==> src/rtl/dwrr_ingress_queues.sv <==
`default_nettype none
// ============================================================================
// Module      : dwrr_ingress_queues
// Description : Per-requestor packet FIFO bank feeding a DWRR arbiter.
//               Each source pushes into its own queue, and reqs[i] flags a
//               non-empty queue. A one-hot gnt pops one packet, which appears
//               on out_* one cycle later. An illegal gnt (multi-hot, or aimed
//               at an empty queue) pops nothing and sets the sticky err_pop.
//               Optional feature macro: DWRR_QUEUE_OCC_EN adds the occ port,
//               which exposes the per-queue occupancy counts.
// Revision    : 1.0 - initial release
// ============================================================================
module dwrr_ingress_queues #(
    parameter int NUM_REQS = 4,
    parameter int DWIDTH   = 32,
    parameter int DEPTH    = 8,
    parameter int CNTWID   = $clog2(NUM_REQS),
    parameter int PWID     = $clog2(DEPTH)
) (
    input  logic                         clk,
    input  logic                         rst,
    input  logic [NUM_REQS-1:0]          in_valid,
    input  logic [NUM_REQS*DWIDTH-1:0]   in_data,
    output logic [NUM_REQS-1:0]          in_ready,
    output logic [NUM_REQS-1:0]          reqs,
    input  logic [NUM_REQS-1:0]          gnt,
    output logic                         out_valid,
    output logic [DWIDTH-1:0]            out_data,
    output logic [CNTWID-1:0]            out_src,
    output logic                         err_pop
`ifdef DWRR_QUEUE_OCC_EN
    ,
    output logic [NUM_REQS*(PWID+1)-1:0] occ
`endif
);

    localparam logic [PWID:0]   c_FULL_CNT = (PWID+1)'(DEPTH);
    localparam logic [PWID:0]   c_CNT_ONE  = (PWID+1)'(1);
    localparam logic [PWID-1:0] c_PTR_ONE  = PWID'(1);

    // Storage and per-queue registered state
    logic [DWIDTH-1:0] r_mem_q   [NUM_REQS][DEPTH];
    logic [PWID-1:0]   r_wptr_q  [NUM_REQS];
    logic [PWID-1:0]   w_wptr_d  [NUM_REQS];
    logic [PWID-1:0]   r_rptr_q  [NUM_REQS];
    logic [PWID-1:0]   w_rptr_d  [NUM_REQS];
    logic [PWID:0]     r_count_q [NUM_REQS];
    logic [PWID:0]     w_count_d [NUM_REQS];

    // Output registers
    logic              r_out_valid_q;
    logic              w_out_valid_d;
    logic [DWIDTH-1:0] r_out_data_q;
    logic [DWIDTH-1:0] w_out_data_d;
    logic [CNTWID-1:0] r_out_src_q;
    logic [CNTWID-1:0] w_out_src_d;
    logic              r_err_q;
    logic              w_err_d;

    // Handshake decode
    logic [NUM_REQS-1:0] w_push;
    logic [NUM_REQS-1:0] w_pop;
    logic                w_gnt_onehot;
    logic                w_pop_any;
    logic [CNTWID-1:0]   w_pop_idx;

    // Flags decode from registered counts only, so the arbiter loop through
    // reqs -> gnt stays free of combinational paths.
    generate
        for (genvar gi = 0; gi < NUM_REQS; gi++) begin : g_flags
            assign in_ready[gi] = (r_count_q[gi] != c_FULL_CNT);
            assign reqs[gi]     = (r_count_q[gi] != '0);
        end
    endgenerate

`ifdef DWRR_QUEUE_OCC_EN
    generate
        for (genvar gi = 0; gi < NUM_REQS; gi++) begin : g_occ
            assign occ[gi*(PWID+1) +: (PWID+1)] = r_count_q[gi];
        end
    endgenerate
`endif

    // Qualify pushes and the pop, and encode the popped queue's index.
    always_comb begin
        w_push       = in_valid & in_ready;
        w_gnt_onehot = (gnt != '0) && ((gnt & (gnt - NUM_REQS'(1))) == '0);
        w_pop        = w_gnt_onehot ? (gnt & reqs) : '0;
        w_pop_any    = |w_pop;
        w_pop_idx    = '0;
        for (int i = 0; i < NUM_REQS; i++) begin
            if (w_pop[i]) begin
                w_pop_idx = CNTWID'(i);
            end
        end
    end

    // Next pointers and counts. A simultaneous push and pop leaves the count
    // unchanged while both pointers advance.
    always_comb begin
        for (int i = 0; i < NUM_REQS; i++) begin
            w_wptr_d[i]  = r_wptr_q[i];
            w_rptr_d[i]  = r_rptr_q[i];
            w_count_d[i] = r_count_q[i];
            if (w_push[i]) begin
                w_wptr_d[i] = r_wptr_q[i] + c_PTR_ONE;
            end
            if (w_pop[i]) begin
                w_rptr_d[i] = r_rptr_q[i] + c_PTR_ONE;
            end
            case ({w_push[i], w_pop[i]})
                2'b10:   w_count_d[i] = r_count_q[i] + c_CNT_ONE;
                2'b01:   w_count_d[i] = r_count_q[i] - c_CNT_ONE;
                default: w_count_d[i] = r_count_q[i];
            endcase
        end
    end

    // Next output state. Data and source hold when there is no pop, and any
    // non-zero gnt that fails to pop latches the error.
    always_comb begin
        w_out_valid_d = w_pop_any;
        w_out_data_d  = r_out_data_q;
        w_out_src_d   = r_out_src_q;
        if (w_pop_any) begin
            w_out_data_d = r_mem_q[w_pop_idx][r_rptr_q[w_pop_idx]];
            w_out_src_d  = w_pop_idx;
        end
        w_err_d = r_err_q | ((gnt != '0) && !w_pop_any);
    end

    // Control and output registers with synchronous reset
    always_ff @(posedge clk) begin
        if (rst) begin
            for (int i = 0; i < NUM_REQS; i++) begin
                r_wptr_q[i]  <= '0;
                r_rptr_q[i]  <= '0;
                r_count_q[i] <= '0;
            end
            r_out_valid_q <= 1'b0;
            r_out_data_q  <= '0;
            r_out_src_q   <= '0;
            r_err_q       <= 1'b0;
        end else begin
            for (int i = 0; i < NUM_REQS; i++) begin
                r_wptr_q[i]  <= w_wptr_d[i];
                r_rptr_q[i]  <= w_rptr_d[i];
                r_count_q[i] <= w_count_d[i];
            end
            r_out_valid_q <= w_out_valid_d;
            r_out_data_q  <= w_out_data_d;
            r_out_src_q   <= w_out_src_d;
            r_err_q       <= w_err_d;
        end
    end

    // Packet storage. It is not reset, and writes are suppressed in the
    // reset cycle.
    always_ff @(posedge clk) begin
        for (int i = 0; i < NUM_REQS; i++) begin
            if (!rst && w_push[i]) begin
                r_mem_q[i][r_wptr_q[i]] <= in_data[i*DWIDTH +: DWIDTH];
            end
        end
    end

    assign out_valid = r_out_valid_q;
    assign out_data  = r_out_data_q;
    assign out_src   = r_out_src_q;
    assign err_pop   = r_err_q;

endmodule
`default_nettype wire

==> config.mk <==
export PLATFORM = sky130hd
export DESIGN_NAME = dwrr_ingress_queues
export DESIGN_NICKNAME = d
export VERILOG_FILES = /design/src/rtl/dwrr_ingress_queues.sv
export SDC_FILE = /design/constraint.sdc
export NUM_CORES = 1
export LEC_CHECK = 0
export BUFFER_PORTS_ARGS = -buffer_cell sky130_fd_sc_hd__buf_2
export CELL_PAD_IN_SITES_DETAIL_PLACEMENT = 0
export CELL_PAD_IN_SITES_GLOBAL_PLACEMENT = 2
export CORE_MARGIN = 1
export CORE_UTILIZATION = 45
export CTS_BUF_LIST = sky130_fd_sc_hd__clkbuf_4 sky130_fd_sc_hd__clkbuf_8 sky130_fd_sc_hd__clkbuf_16
export DETAILED_ROUTE_END_ITERATION = 7
export PLACE_DENSITY_LB_ADDON = 0.1
export SYNTH_ARGS = -nofsm -noshare
export SYNTH_HDL_FRONTEND = slang
export SYNTH_SLANG_ARGS = --single-unit
==> constraint.sdc <==
create_clock -name clk -period 4.71 [get_ports clk]
set_input_delay 0.942 -clock clk [delete_from_list [all_inputs] [get_ports clk]]
set_output_delay 0.942 -clock clk [all_outputs]
set_load 0.02 [all_outputs]
Word level (Yosys, flattened, before mapping)
Memories as Yosys holds them, arrays and structs flattened. Cells that the tools add are included.

Register bits after elaboration: 36. Bits in writable memories: 1064. Output and inout port bits: 44. Logic and storage cells: 136. Bits of input ports: 138. Memories kept: 4.

Equal/unequal tests: 12. Mux-type cells: 50. Add/subtract/negate cells: 17. Order comparisons: 9. Bitwise gates (word level): 21. Reductions and logical operators: 19.

Memory list: r_mem_q (words 4, width 256, rd ports 1, clocked after Yosys merged registers in 0, write ports 4, line 42) `logic [DWIDTH-1:0] r_mem_q [NUM_REQS][DEPTH];`; r_count_q (words 4, width 4, rd ports 4, clocked after Yosys merged registers in 0, write ports 4, line 47) `logic [PWID:0] r_count_q [NUM_REQS];`; r_rptr_q (words 4, width 3, rd ports 5, clocked after Yosys merged registers in 0, write ports 4, line 45) `logic [PWID-1:0] r_rptr_q [NUM_REQS];`; r_wptr_q (words 4, width 3, rd ports 4, clocked after Yosys merged registers in 0, write ports 4, line 43) `logic [PWID-1:0] r_wptr_q [NUM_REQS];`.

Operators by type and width (number): 256-bit two-way mux (4); 32-bit demux with 3-bit select (4); 32-bit two-way mux (6); 32-bit binary-select mux with 3-bit select (1); 3-bit two-way mux (16); 4-bit one-hot mux with 2 select lines (4); 3-bit by 1-bit adder with 3-bit output (second input constant) (8); 4-bit >= comparator (second input constant) (5); 4-bit two-way mux (5); 3-bit NOT with 4-bit output (5); 4-bit nonzero test (5); 4-bit by 1-bit subtractor with 4-bit output (second input constant) (5); 4-bit by 1-bit adder with 4-bit output (second input constant) (4); 4-bit by 1-bit less-than comparator with 1-bit output (second input constant) (4); 4-bit != test (second input constant) (4); 1-bit bitwise OR (13); 4-bit bitwise AND (3); 1-bit logical AND (10); 2-bit by 1-bit == test with 1-bit output (second input constant) (4); 2-bit == test (second input constant) (4); 1-bit two-way mux (8); 4-bit logical NOT (1); 2-bit two-way mux (2); 4-bit OR reduction (1); 1-bit logical NOT (2).

Longest topological paths before layout
Gate-level depths: netlist of run 1. An unclocked memory read counts as a cell.

Word-level depth: 13. Depth in mapped cells: 12. Depth with buffers taken out: 11.

Least setup slack after synthesis of run 1
Ideal clock, no wire load.

Kind: in2reg. From: input port rst. To: memory r_mem_q[0][224] (netlist name) (enable). Arrival time: 3707 ps. Setup time: 461 ps. Path buffers: 1. Setup slack: 542 ps. Data required time: 4249 ps. Stages: 3. Cell sequence: clkbuf_1 > or3_1 > nor3_1.

RTL lines: from (decl) (line 21) `input logic rst,`; to (decl) (line 42).

==> impl_metrics.tcl, run 1 <==
set metrics [dict create \
    irDropWorstVdd_mv 0.293 \
    die_w_um 309 \
    post_cts_buffers 0 \
    overflow 0 \
    root_buffer "clkbuf_16" \
    initial_core_util_pct 45.5 \
    wl_met3_mm 11.2 \
    drt-met1-wl_mm 57.9 \
    grt_pass1_vias 26900 \
    port_buffers 181 \
    syn_inst 2788 \
    ys_top_cells_by_area "edfxtp_1, nand2_1, dfxtp_1" \
    clk_latency_ns 0.70 \
    grt_max_degree 193 \
    avgSynthCellArea_um2 15.3 \
    grtUsageTotal_pct 29.1 \
    fmax_ghz 0.282 \
    cp.buffers_inverters 1 \
    antenna_found_initial 9 \
    hold_buffers 0 \
    tns_ns 0 \
    crit_required_ns 5.27 \
    routed_via_density 6.18 \
    cts_max_level 3 \
    rows 112 \
    ctsResizeCount 0 \
    netlist_top_cells_count "edfxtp_1, nand2_1, o22ai_1, clkbuf_1, mux2_2" \
    max_slew.worst_pin.slew_ns 1.14 \
    path_delay_family "compound AO/OA/AOI/OAI gates" \
    syn-num-nets 2950 \
    cts_sinks 1100 \
    routabilityCongestion 0.787 \
    skew_ns 0.0269 \
    maxSlewHeadroom_pct 24.1 \
    synth_edf_count 1024 \
    critical_path_class "reg2reg" \
    syn_area_um2 42500 \
    yosysWarnings 0 \
    grt_pass1_wl_mm 197 \
    path_cells "or4_4, a22o_1, o22ai_1, a221o_4, buf_12, a311oi_1, nor3_1, o31ai_1" \
    power_leakage_uw 0.0162 \
    ios 182 \
    vias 26700 \
    die-area_um2 95700 \
    met2WireLength_mm 67.6 \
    setup_violations 0 \
    cp_slowest_cell "o22ai_1" \
    place_hpwl_mm 72.9 \
    nFillCells 7724 \
    placed_area_um2 45300 \
    synth_top_area_share_pct 72.3 \
    critical_path.max_fanout 24 \
    yosysSeqAreaShare_pct 75.9 \
    hold_path_class "reg2reg" \
    async_flop_share_pct 0 \
    drv_cap 0 \
    crit_path_end_kind "flip-flop" \
    die_h_um 309 \
    finalHoldViolations 0 \
    ctsLongestPathBuffers 3 \
    post_drt_wl_per_cell_um 32.2 \
    crit_arrival_ns 4.10 \
    core-area_um2 93500 \
    outcome "completed" \
    top_layer "met5" \
    stdcell_area_um2 49100 \
    drv_slew 0 \
    cts_buffers 114 \
    antenna_left 0 \
    timing.final.crit_share_pct 75.3 \
    ys_ff_latch 1100 \
    ys_types 52 \
    fin_crit_ns 3.55 \
    start_kind "flip-flop" \
    cts_tree "yes" \
    first_pass_iters 6 \
    rsz0062_at_grt "no" \
    wl_mm 139 \
    clk_pin_slew_worst_paths_ns 0.06 \
    drt_drc_violations_left 0 \
    powerDensity_nw_per_um2 432 \
    synthFlopType "edfxtp_1" \
    layout-drive-gt1-share_pct 20.0 \
    syn_to_final_growth_pct 15.5 \
    netlist.top_cell.by_area "edfxtp_1" \
    drtIter0Drc 3102 \
    yosysMostFrequentCell "edfxtp_1" \
    max_stage_delay_ns 0.71 \
    fin_nets 3134 \
]
## report_power, final
part / total (uW) / internal (uW) / switching (uW)
Sequential: 10900 / 10900 / 85.6
Combinational: 1330 / 395 / 936
Clock: 8930 / 5250 / 3680
## layout by cell type, fill, tap and decap left out, types with 14 or more instances in the layout
master and count:
edfxtp_1 1024, nand2_1 446, o22ai_1 193, buf_2 181, clkbuf_16 118, mux2_2 96
dfxtp_1 76, a311oi_1 66, and3_1 64, o22a_1 64, o221ai_1 64, a31oi_1 63
a21oi_1 58, buf_4 56, o311ai_1 51, nor2_1 45, clkbuf_4 38, nor3_1 36
o31ai_1 33, nor2_4 26, buf_12 26, xor2_1 21, o21ai_1 21, clkinv_2 21
ha_1 20, clkinv_1 17, o21ai_0 16, inv_1 14
## layer usage
metal | vias to the layer above | GRT usage [%]
li1 | 11400 | -
met1 | 13900 | 40.2
met2 | 1264 | 48.3
met3 | 171 | 4.72
met4 | 6 | 7.08
met5 | - | 0
## final cells by class
class,count,area [um^2],share of cell area [%]
Sequential cell,1100,32300,65.7
Multi-Input combinational cell,1477,9600,19.6
Clock buffer,168,3400,6.93
Timing Repair Buffer,263,1850,3.76
Tap cell,1254,1570,3.19
Clock inverter,46,350,0.713
Inverter,16,60.1,0.122
Antenna cell,4,10.0,0.0204
## registers in the layout, summed over array words and instances, names as in the netlist
name and flops:
r_wptr_q 12, out_valid 1, out_src 2, r_rptr_q 12
r_count_q 16, err_pop 1, r_mem_q 1024, out_data 32
## kinds of logic (layout without fill, tap and decap cells)
family | count (synthesis) | in the layout | synth area share [%]
buf+inv | 211 | 493 | 2.29
compound gates | 657 | 657 | 11.1
flops | 1100 | 1100 | 75.9
fa+ha+maj | 24 | 24 | 0.777
other cells | 0 | 4 | 0
xor+xnor | 29 | 29 | 0.597
mux | 97 | 97 | 2.57
simple gates | 670 | 670 | 6.80
## worst paths after layout
check	start	to	slack, ns	depth (start not counted)
max	r_count_q[1][0]	out_data[22]	1.16	8
min	out_data[4]	out_data[4]	0.47	2
max reg2reg	r_count_q[1][0]	out_data[22]	1.16	8
min reg2reg	out_data[4]	out_data[4]	0.47	2
## worst register-to-register path, stage by stage (launching register included)
cell and delay, ns:
dfxtp_1 0.36, or4_4 0.63, a22o_1 0.29, o22ai_1 0.71
a221o_4 0.50, buf_12 0.26, a311oi_1 0.09, nor3_1 0.48
o31ai_1 0.12
## through the flow
stage | cells | hold WS [ns] | setup slack [ns] | util (%) | total power (uW)
after floorplan | 2788 | 0.453 | 0.542 | - | 11800
after global placement | 4110 | 0.461 | 0.835 | 48.5 | 12500
after detailed placement | 4110 | 0.466 | 0.769 | 48.5 | 12500
after CTS | 4324 | 0.474 | 1.11 | 52.5 | 21300
after global routing | 4326 | 0.496 | 0.997 | 52.5 | 21800
final | 4328 | 0.471 | 1.16 | 52.5 | 21200
(Power assumes the default switching activity.)
==> inputs of run 2 (changes only) <==
- clock period: 4.71 -> 3.7 ns (I/O delays scaled with it)
==> run 2 against run 1 <==
Effect of this change: critical path depth rose by 3; sequential power rose by 28%; global-route usage rose by 0.31 points; critical path type unchanged; maximum frequency rose by 8.0%; clock-buffer cell count fell by 6; highest routed layer unchanged.
==> impl_metrics.tcl, run 2 (synthesis gave the netlist of run 1 again) <==
set metrics [dict create \
    outcome "completed" \
    powerDensity_nw_per_um2 546 \
    hold_buffers 0 \
    routabilityCongestion 0.794 \
    crit_arrival_ns 3.85 \
    largest_reg_flops 1024 \
    finalHoldViolations 0 \
    ios 182 \
    drv_slew 0 \
    pre_cts_ws_ns 0.369 \
    start_kind "flip-flop" \
    grt_pass1_wl_mm 198 \
    irDropWorstVdd_mv 0.418 \
    syn_to_final_growth_pct 16.9 \
    cts_buffers 113 \
    grt_max_degree 152 \
    die_h_um 309 \
    core-area_um2 93500 \
    grtUsageTotal_pct 29.4 \
    vias 27000 \
    antenna_left 0 \
    first_pass_iters 5 \
    grt_pass1_vias 26800 \
    cts_tree "yes" \
    maxSlewHeadroom_pct 38.6 \
    antenna_found_initial 10 \
    stdcell_area_um2 49700 \
    hold_path_class "in2reg" \
    skew_ns 0.0267 \
    root_buffer "clkbuf_16" \
    crit_required_ns 4.26 \
    ctsLongestPathBuffers 3 \
    power_leakage_uw 0.0165 \
    setup_violations 0 \
    post_drt_wl_per_cell_um 32.2 \
    tns_ns 0 \
    critical_path.max_fanout 35 \
    final_util_pct 53.2 \
    fmax_ghz 0.304 \
    rsz0062_at_grt "no" \
    placed_area_um2 45900 \
    clk_latency_ns 0.70 \
    wl_mm 140 \
    timing.final.crit_share_pct 88.8 \
    cts_sinks 1100 \
    critical_path_class "reg2reg" \
    final_common_cell "edfxtp_1" \
    final_cell_mix "edfxtp_1, nand2_1, o22ai_1, buf_2, clkbuf_16" \
    diodes 0 \
    routed_via_density 6.21 \
    rows 112 \
    overflow 0 \
    clk_pin_slew_worst_paths_ns 0.06 \
    drt_drc_violations_left 0 \
    drv_cap 0 \
    port_buffers 181 \
    drtIter0Drc 2910 \
    fin_crit_ns 3.28 \
    place_hpwl_mm 77.1 \
    die_w_um 309 \
    fin_nets 3168 \
    cts_max_level 3 \
    die-area_um2 95700 \
    post_cts_buffers 0 \
    ctsResizeCount 0 \
    crit_path_end_kind "flip-flop" \
    layout-drive-gt1-share_pct 20.9 \
    max_slew.worst_pin.slew_ns 0.920 \
    initial_core_util_pct 45.5 \
    post-route-worst-setup-slack_ns 0.416 \
]
run 2: cell count changes in the layout (fill, tap and decap cells not counted), sizes merged:
cell,before,now
buf,263,298
bufinv,5,8
clkbuf,168,162
diode,4,0
run 2: layer usage:
metal  part of all wire [%]  track usage, %  wire length (um)
met1                     42            41.4             59100
met2                     48            47.5             66700
met3                    7.4            4.53             10400
met4                    2.9            8.45              4060
met5                  0.048               0                68
run 2: layout make-up:
type	instances	area, um^2
Clock buffer	162	3330
Clock inverter	49	447
Sequential cell	1100	32300
Timing Repair Buffer	298	2380
Inverter	16	60.1
Fill cell	7715	43800
Tap cell	1254	1570
Multi-Input combinational cell	1477	9650
run 2: path summary, 6_finish.rpt:
check	slack, ns	cells after the start	startpoint	endpoint
min reg2reg	0.47	2	out_data[12]	out_data[12]
max	0.42	11	r_count_q[3][0]	out_data[22]
max reg2reg	0.42	11	r_count_q[3][0]	out_data[22]
min	0.33	3	in_valid[3]	r_wptr_q[3][1]
run 2: power by group:
group	total, uW	switching (uW)	internal, uW
registers	13900	113	13800
logic	1750	1210	539
clock network	11500	4680	6800
run 2: stage by stage:
stage	hold slack [ns]	power [uW]	cells
global placement	0.465	15900	4145
floorplan	0.453	15000	2788
CTS	0.295	27300	4356
detailed placement	0.464	15900	4145
global route	0.320	27900	4356
finish	0.326	27200	4356
run 2: critical path: stages, from the launching register on:
cell and delay, ns:
dfxtp_1 0.36, or4_4 0.59, nand4_4 0.18, inv_2 0.16, nor2_4 0.14, buf_12 0.21, buf_4 0.43, mux2_2 0.39
o221ai_1 0.16, o311ai_1 0.12, a21oi_1 0.25, o31ai_1 0.11
==> inputs of run 3 (changes only) <==
- clock period: 3.7 -> 4.2 ns (I/O delays scaled with it)
==> run 3 against run 2 <==
Effect of this change: clock skew fell by 0.0059 ns; final area fell by 0.72%; clock power fell by 11%; global-route usage fell by 0.80 points; routed wire length fell by 1.9%; largest cell class unchanged.
==> impl_metrics.tcl, run 3 (synthesis gave the netlist of run 1 again) <==
set metrics [dict create \
    ctsLongestPathBuffers 3 \
    skew_ns 0.0208 \
    powerDensity_nw_per_um2 485 \
    irDropWorstVdd_mv 0.314 \
    ios 182 \
    met2WireLength_mm 65.0 \
    p_total_uw 24000 \
    rows 112 \
    die_w_um 309 \
    top_layer "met5" \
    tns_ns 0 \
    grt_max_degree 155 \
    post_cts_buffers 0 \
    maxSlewHeadroom_pct 24.0 \
    routabilityCongestion 0.800 \
    routed_via_density 6.19 \
    final_common_cell "edfxtp_1" \
    cts_max_level 3 \
    layout-drive-gt1-share_pct 20.0 \
    max_stage_delay_ns 0.78 \
    grt_pass1_wl_mm 193 \
    port_buffers 181 \
    overflow 0 \
    crit_path_end_kind "flip-flop" \
    fin_crit_ns 3.55 \
    core-area_um2 93500 \
    rsz0062_at_grt "no" \
    path_cells "or4_4, a22o_1, o22ai_1, a221o_4, buf_12, mux2_2, o21ai_0, o31ai_1" \
    syn_to_final_growth_pct 16.1 \
    cp_slowest_cell "o22ai_1" \
    antenna_found_initial 13 \
    die-area_um2 95700 \
    start_kind "flip-flop" \
    die_h_um 309 \
    initial_core_util_pct 45.5 \
    grtUsageTotal_pct 28.6 \
    cts_tree "yes" \
    clk_pin_slew_worst_paths_ns 0.06 \
    largest_reg_flops 1024 \
    clk_latency_ns 0.69 \
    crit_arrival_ns 4.11 \
    outcome "completed" \
    nFillCells 7742 \
    drtIter0Drc 2710 \
    fmax_ghz 0.282 \
    critical_path.max_fanout 48 \
    hold_path_class "in2reg" \
    cts_sinks 1100 \
    max_slew.worst_pin.slew_ns 1.14 \
    wl_mm 138 \
    crit_required_ns 4.77 \
    drv_slew 0 \
    final_cell_mix "edfxtp_1, nand2_1, o22ai_1, buf_2, clkbuf_16" \
    drt-met1-wl_mm 57.7 \
    first_pass_iters 5 \
    post_drt_wl_per_cell_um 31.7 \
    fin_nets 3141 \
    grt_pass1_vias 26600 \
    drt_drc_violations_left 0 \
    setup_violations 0 \
    vias 26900 \
    hold_buffers 0 \
    ctsResizeCount 0 \
    drv_cap 0 \
    wl_met3_mm 10.4 \
    place_hpwl_mm 71.8 \
    antenna_left 0 \
    finalHoldViolations 0 \
    cts_buffers 115 \
    power_leakage_uw 0.0163 \
    root_buffer "clkbuf_16" \
    critical_path_class "reg2reg" \
    timing.final.crit_share_pct 84.5 \
]
==> run 3: final timing paths <==
check / from / endpoint / slack [ns] / depth (start not counted)
setup / recovery: r_count_q[1][0] / out_data[29] / 0.65 / 8
hold / removal: in_data[100] / r_mem_q[3][36] / 0.44 / 1
setup reg to reg: r_count_q[1][0] / out_data[29] / 0.65 / 8
hold reg to reg: out_data[30] / out_data[30] / 0.46 / 2
==> run 3: per-layer routing <==
metal	global-route usage (%)	up-vias
li1	-	11400
met1	39.4	13900
met2	45.8	1278
met3	5.15	262
met4	10.1	4
met5	0.253	-
==> run 3: power by group <==
group / internal (uW) / switching [uW] / leakage (uW) / total (uW)
clock: 6050 / 4130 / 0.00193 / 10200
combinational: 460 / 1050 / 0.00452 / 1510
sequential: 12200 / 93.1 / 0.00987 / 12300
==> run 3: critical path, delay by kind of cell (launching register included) <==
kind,cells,cell delay [ns]
simple gates,1,0.61
compound gates,5,1.68
mux,1,0.39
flops,1,0.36
buf+inv,1,0.31
==> run 3: cell type report <==
cell class              instances  area, um^2  area share (%)
diodes                          8        20.0          0.0406
clock buffers                 162        3330            6.75
clock inverters                51         478           0.968
inverters                      16        60.1           0.122
multi-input cells            1477        9600            19.5
flip-flops and latches       1100       32300            65.4
well taps                    1254        1570            3.18
repair buffers                269        2030            4.11
==> run 3: per-stage QoR <==
| stage | utilization [%] | instances | hold WS [ns] | setup WS [ns] | area, um^2 |
|---|---|---|---|---|---|
| global placement | 48.7 | 4116 | 0.464 | 0.543 | 45500 |
| CTS | 52.8 | 4329 | 0.405 | 0.727 | 49300 |
| finish | 52.8 | 4337 | 0.436 | 0.653 | 49400 |
| global route | 52.8 | 4337 | 0.431 | 0.555 | 49400 |
| detailed placement | 48.7 | 4116 | 0.457 | 0.517 | 45500 |
| floorplan | - | 2788 | 0.453 | 0.134 | 42500 |
